`src/rtl/fetch_unit.sv`:
```
// Instruction fetch front end: one outstanding read at a time, branch redirects,
// downstream stall handling and a count of instructions consumed.
module fetch_unit #(
    parameter logic [31:0] RESET_PC = 32'h0000_0000
) (
    input  logic        clk,
    input  logic        rst,
    output logic        imem_req,
    output logic [31:0] imem_addr,
    input  logic        imem_ready,
    input  logic        imem_rvalid,
    input  logic [31:0] imem_rdata,
    input  logic        redirect,
    input  logic [31:0] redirect_pc,
    input  logic        stall,
    output logic        instr_valid,
    output logic [31:0] instr,
    output logic [31:0] instr_pc,
    output logic [6:0]  opcode,
    output logic        fetch_err,
    output logic [31:0] fetch_count
);

    typedef enum logic [2:0] {
        IDLE  = 3'd0,
        REQ   = 3'd1,
        WAIT  = 3'd2,
        DRAIN = 3'd3,
        VALID = 3'd4
    } state_t;

    state_t      state_r;
    logic [31:0] pc_r;
    logic [31:0] instr_r;
    logic [31:0] instr_pc_r;
    logic [31:0] fetch_count_r;
    logic        imem_req_r;
    logic        instr_valid_r;
    logic        fetch_err_r;

    logic [31:0] redirect_target_s;
    logic        redirect_misaligned_s;

    // Misaligned targets are forced down to the containing word.
    assign redirect_target_s     = {redirect_pc[31:2], 2'b00};
    assign redirect_misaligned_s = (redirect_pc[1:0] != 2'b00);

    // Fetch FSM with all outputs registered alongside the state.
    always_ff @(posedge clk or posedge rst) begin
        if (rst) begin
            state_r       <= IDLE;
            pc_r          <= RESET_PC;
            imem_req_r    <= 1'b0;
            instr_valid_r <= 1'b0;
            instr_r       <= 32'h0000_0000;
            instr_pc_r    <= 32'h0000_0000;
            fetch_err_r   <= 1'b0;
            fetch_count_r <= 32'h0000_0000;
        end else begin
            fetch_err_r <= 1'b0;
            case (state_r)
                IDLE: begin
                    state_r    <= REQ;
                    imem_req_r <= 1'b1;
                end
                REQ: begin
                    if (redirect) begin
                        pc_r        <= redirect_target_s;
                        fetch_err_r <= redirect_misaligned_s;
                    end
                    // An accepted request that is redirected still owes us a response.
                    if (imem_ready) begin
                        imem_req_r <= 1'b0;
                        state_r    <= redirect ? DRAIN : WAIT;
                    end
                end
                WAIT: begin
                    if (imem_rvalid && !redirect) begin
                        instr_r       <= imem_rdata;
                        instr_pc_r    <= pc_r;
                        pc_r          <= pc_r + 32'd4;
                        instr_valid_r <= 1'b1;
                        state_r       <= VALID;
                    end else if (imem_rvalid) begin
                        pc_r        <= redirect_target_s;
                        fetch_err_r <= redirect_misaligned_s;
                        imem_req_r  <= 1'b1;
                        state_r     <= REQ;
                    end else if (redirect) begin
                        pc_r        <= redirect_target_s;
                        fetch_err_r <= redirect_misaligned_s;
                        state_r     <= DRAIN;
                    end
                end
                DRAIN: begin
                    if (redirect) begin
                        pc_r        <= redirect_target_s;
                        fetch_err_r <= redirect_misaligned_s;
                    end
                    if (imem_rvalid) begin
                        imem_req_r <= 1'b1;
                        state_r    <= REQ;
                    end
                end
                VALID: begin
                    if (redirect) begin
                        pc_r          <= redirect_target_s;
                        fetch_err_r   <= redirect_misaligned_s;
                        instr_valid_r <= 1'b0;
                        imem_req_r    <= 1'b1;
                        state_r       <= REQ;
                    end else if (!stall) begin
                        fetch_count_r <= fetch_count_r + 32'd1;
                        instr_valid_r <= 1'b0;
                        imem_req_r    <= 1'b1;
                        state_r       <= REQ;
                    end
                end
                default: begin
                    state_r       <= IDLE;
                    imem_req_r    <= 1'b0;
                    instr_valid_r <= 1'b0;
                end
            endcase
        end
    end

    assign imem_req    = imem_req_r;
    assign imem_addr   = pc_r;
    assign instr_valid = instr_valid_r;
    assign instr       = instr_r;
    assign instr_pc    = instr_pc_r;
    assign opcode      = instr_r[6:0];
    assign fetch_err   = fetch_err_r;
    assign fetch_count = fetch_count_r;

endmodule

```
`config.mk`:
```
export PLATFORM = sky130hd
export DESIGN_NAME = fetch_unit
export DESIGN_NICKNAME = d
export VERILOG_FILES = /design/src/rtl/fetch_unit.sv
export SDC_FILE = /design/constraint.sdc
export NUM_CORES = 1
export LEC_CHECK = 0
export CORE_AREA = 10 10 123 125
export DETAILED_ROUTE_END_ITERATION = 10
export DIE_AREA = 0 0 133 135
export GPL_ROUTABILITY_DRIVEN = 0
export PLACE_DENSITY = 0.85
export SYNTH_ARGS = -nofsm -noshare
export SYNTH_HDL_FRONTEND = slang
export SYNTH_SLANG_ARGS = --single-unit
```
`constraint.sdc`:
```
create_clock -name clk -period 13.15 [get_ports clk]
set_input_delay 1.9725 -clock clk [delete_from_list [all_inputs] [get_ports clk]]
set_output_delay 1.9725 -clock clk [all_outputs]
set_load 0.005 [all_outputs]
```
==> impl_metrics.json <==
{
  "crit_required_ns": 13.45,
  "final_hold_viol_count": 0,
  "synthAdderAreaFrac_pct": 0.404,
  "p_clk_share_pct": 26.5,
  "seqPwrFrac_pct": 37.7,
  "internal_power_uw": 1270,
  "synth_top_family_by_area": "simple AND/OR/NAND/NOR gates",
  "drcViolationCount": 0,
  "die_area_um2": 18000,
  "critPathCaptureType": "flop",
  "cts_tree": "built",
  "max_slew.worst_pin.slew_ns": 1.11,
  "synthMuxAreaShare_pct": 0.848,
  "maxCapViolations": 0,
  "vias": 5693,
  "crit_path_start_kind": "input port",
  "async_reset_ff_share_pct": 100,
  "slowest_delay_ns": 0.75,
  "preCtsSetupSlack_ns": 7.77,
  "die_w_um": 133,
  "yosys.area.top_type_share_pct": 54.1,
  "slew_headroom_pct": 25.4,
  "grt_overflow": 0,
  "layout_commonest_cell": "nand2_1",
  "cts_buffers": 17,
  "pwr-share-comb_pct": 35.8,
  "powerDensity_nw_per_um2": 210,
  "synth_edf_count": 0,
  "total_leakage_power_uw": 0.00397,
  "rsz0062_at_grt": "no",
  "grt_pass1_wl_um": 30900,
  "whs_path_depth": 2,
  "r2r_cells": 6,
  "worst_slack_ns": 8.15,
  "critPathKind": "in2reg",
  "clk_latency_ns": 0.41,
  "cts.hold.buffers_added": 0,
  "antenna_found_initial": 0,
  "drtIter0Drc": 597,
  "synth_xor_area_share_pct": 4.67,
  "tns_ns": 0,
  "crit_chain": "clkdlybuf4s50_1, inv_1, nand4_1, nor2_4, buf_4, nand2_1, o311ai_0",
  "fp-row-count": 41,
  "finalCritPeriodShare_pct": 38.0,
  "syn_to_final_growth_pct": 44.7,
  "path_delay_family": "buffers and inverters",
  "p_sw_share_pct": 32.5,
  "diodes": 0,
  "synth_flop_cell": "dfrtp_1",
  "drive_above_1_share_pct": 5.19,
  "cts_setup_buffers": 0,
  "finalClockSkew_ns": 0.00751,
  "register_area_um2": 3350,
  "syn_inst": 685,
  "io_buffers": 207,
  "drtPass1Iterations": 5,
  "ys_seq_area_share_pct": 54.1,
  "timing.fmax_mhz": 200,
  "p_sw_uw": 611,
  "nets": 946,
  "yosys.area_share.simple_pct": 26.9,
  "clock-root-buffer": "clkbuf_16",
  "arrival_ns": 5.30,
  "crit_buf_inv": 3,
  "hold_path_class": "reg2reg",
  "synth_area_per_cell_um2": 9.04,
  "outcome": "finished, final reports clean",
  "synth_area_leaders": "dfrtp_1, nand2_1, xnor2_1",
  "fin_crit_ns": 5.00,
  "multiInputGateArea_um2": 2630,
  "setup-violations-final": 0,
  "ir_worst_vdd_mv": 0.120,
  "fp.coreArea_um2": 12600,
  "slew_violations": 0,
  "cts.repair.resized": 0,
  "dp_hpwl_um": 13900,
  "clk_path_buf_depth": 2,
  "timing.hold.ws_ns": 0.471,
  "cp_num_cells": 7,
  "yosys.area.top_type": "dfrtp_1",
  "synth_cell_types": 54,
  "ioPinCount": 208,
  "netlist_area_um2": 6190,
  "ys_ff_latch": 134,
  "clk_pin_slew_ns": 0.06,
  "fill_cells": 962,
  "synth_nets": 757,
  "die_y_um": 135,
  "track_usage_pct": 21.3,
  "slowest_stage": "clkdlybuf4s50_1",
  "htreeDepth": 4,
  "yosysWarningCount": 0,
  "ant_nets": 0,
  "crit_fanout": 51,
  "initial_core_util_pct": 49.3,
  "via_per_inst": 5.38,
  "synth_compound_area_share_pct": 9.19,
  "final_cell_mix": "nand2_1, clkdlybuf4s50_1, dfrtp_1",
  "grt_pass1_vias": 5761,
  "grt_max_degree": 81,
  "wl_per_cell_um": 18.1,
  "wl_um": 19200,
  "cts.sinks": 134
}
-- cell usage after synthesis (all sizes together) (4+ instances only) --
cell	count
a21oi	17
a22oi	5
a31oi	5
and3	12
and4	9
buf	26
clkbuf	15
dfrtp	134
inv	9
nand2	233
nand3	30
nand4	16
nor2	38
nor2b	4
nor3	10
o211ai	7
o21ai	32
or3	6
xnor2	29
xor2	4
-- metrics by stage --
step	utilization, %	instances	cell area [um2]	power (uW)
2_1_floorplan	-	685	6190	956
3_3_place_gp	66.3	1027	8330	1370
3_5_place_dp	66.3	1027	8330	1390
4_1_cts	71.3	1059	8960	1890
5_1_grt	71.3	1059	8960	2000
6_report	71.3	1059	8960	1880
-- worst reg2reg max path: cells and delay by family, from the launching register on --
kind                   cells  cell delay, ns
DFF                        1            0.59
and+or+nand+nor            4            1.56
AOI/OAI and AO/OA          1            0.29
buffers and inverters      1            0.55
-- cell type report --
class,count,area share (%)
repair buffers,211,23.5
flip-flops and latches,134,37.4
multi-input cells,501,29.3
clock inverters,8,1.31
well taps,172,2.40
clock buffers,24,5.71
inverters,9,0.433
-- kinds of logic after synthesis --
family	count (synthesis)
mux	5
buf+inv	50
simple gates	373
fa+ha+maj	2
flops	134
xor+xnor	33
compound gates	88
-- final timing paths --
kind | startpoint | endpoint | slack, ns
hold / removal | instr_pc[20] | instr_pc[20] | 0.47
min in group asynchronous | rst | instr[12] | 1.97
max in group asynchronous | rst | imem_addr[9] | 9.80
setup reg to reg | state_r[2] | imem_addr[8] | 10.05
setup / recovery | redirect | imem_addr[8] | 8.15
hold reg to reg | instr_pc[20] | instr_pc[20] | 0.47
-- flip-flops by register name, indices dropped and copies added (netlist names) --
register	cells
instr	32
fetch_count	32
fetch_err	1
imem_req	1
state_r	3
instr_valid	1
imem_addr	32
instr_pc	32
-- power groups by stage --
stage / clock network [uW] / logic, uW / registers (uW)
finish: 498 / 674 / 709
global route: 523 / 742 / 733
CTS: 503 / 686 / 706
detailed placement: 0 / 677 / 712
global placement: 0 / 665 / 705
floorplan: 0 / 267 / 689
-- routing by layer --
layer  vias up  GRT usage (%)  share of wire [%]
met5         -              0                  0
met1      2742           26.1                 42
li1       2696              -                  -
met2       229           35.3                 50
met3        26           5.49                6.3
met4         0           8.01                1.9
(Power assumes the default switching activity.)
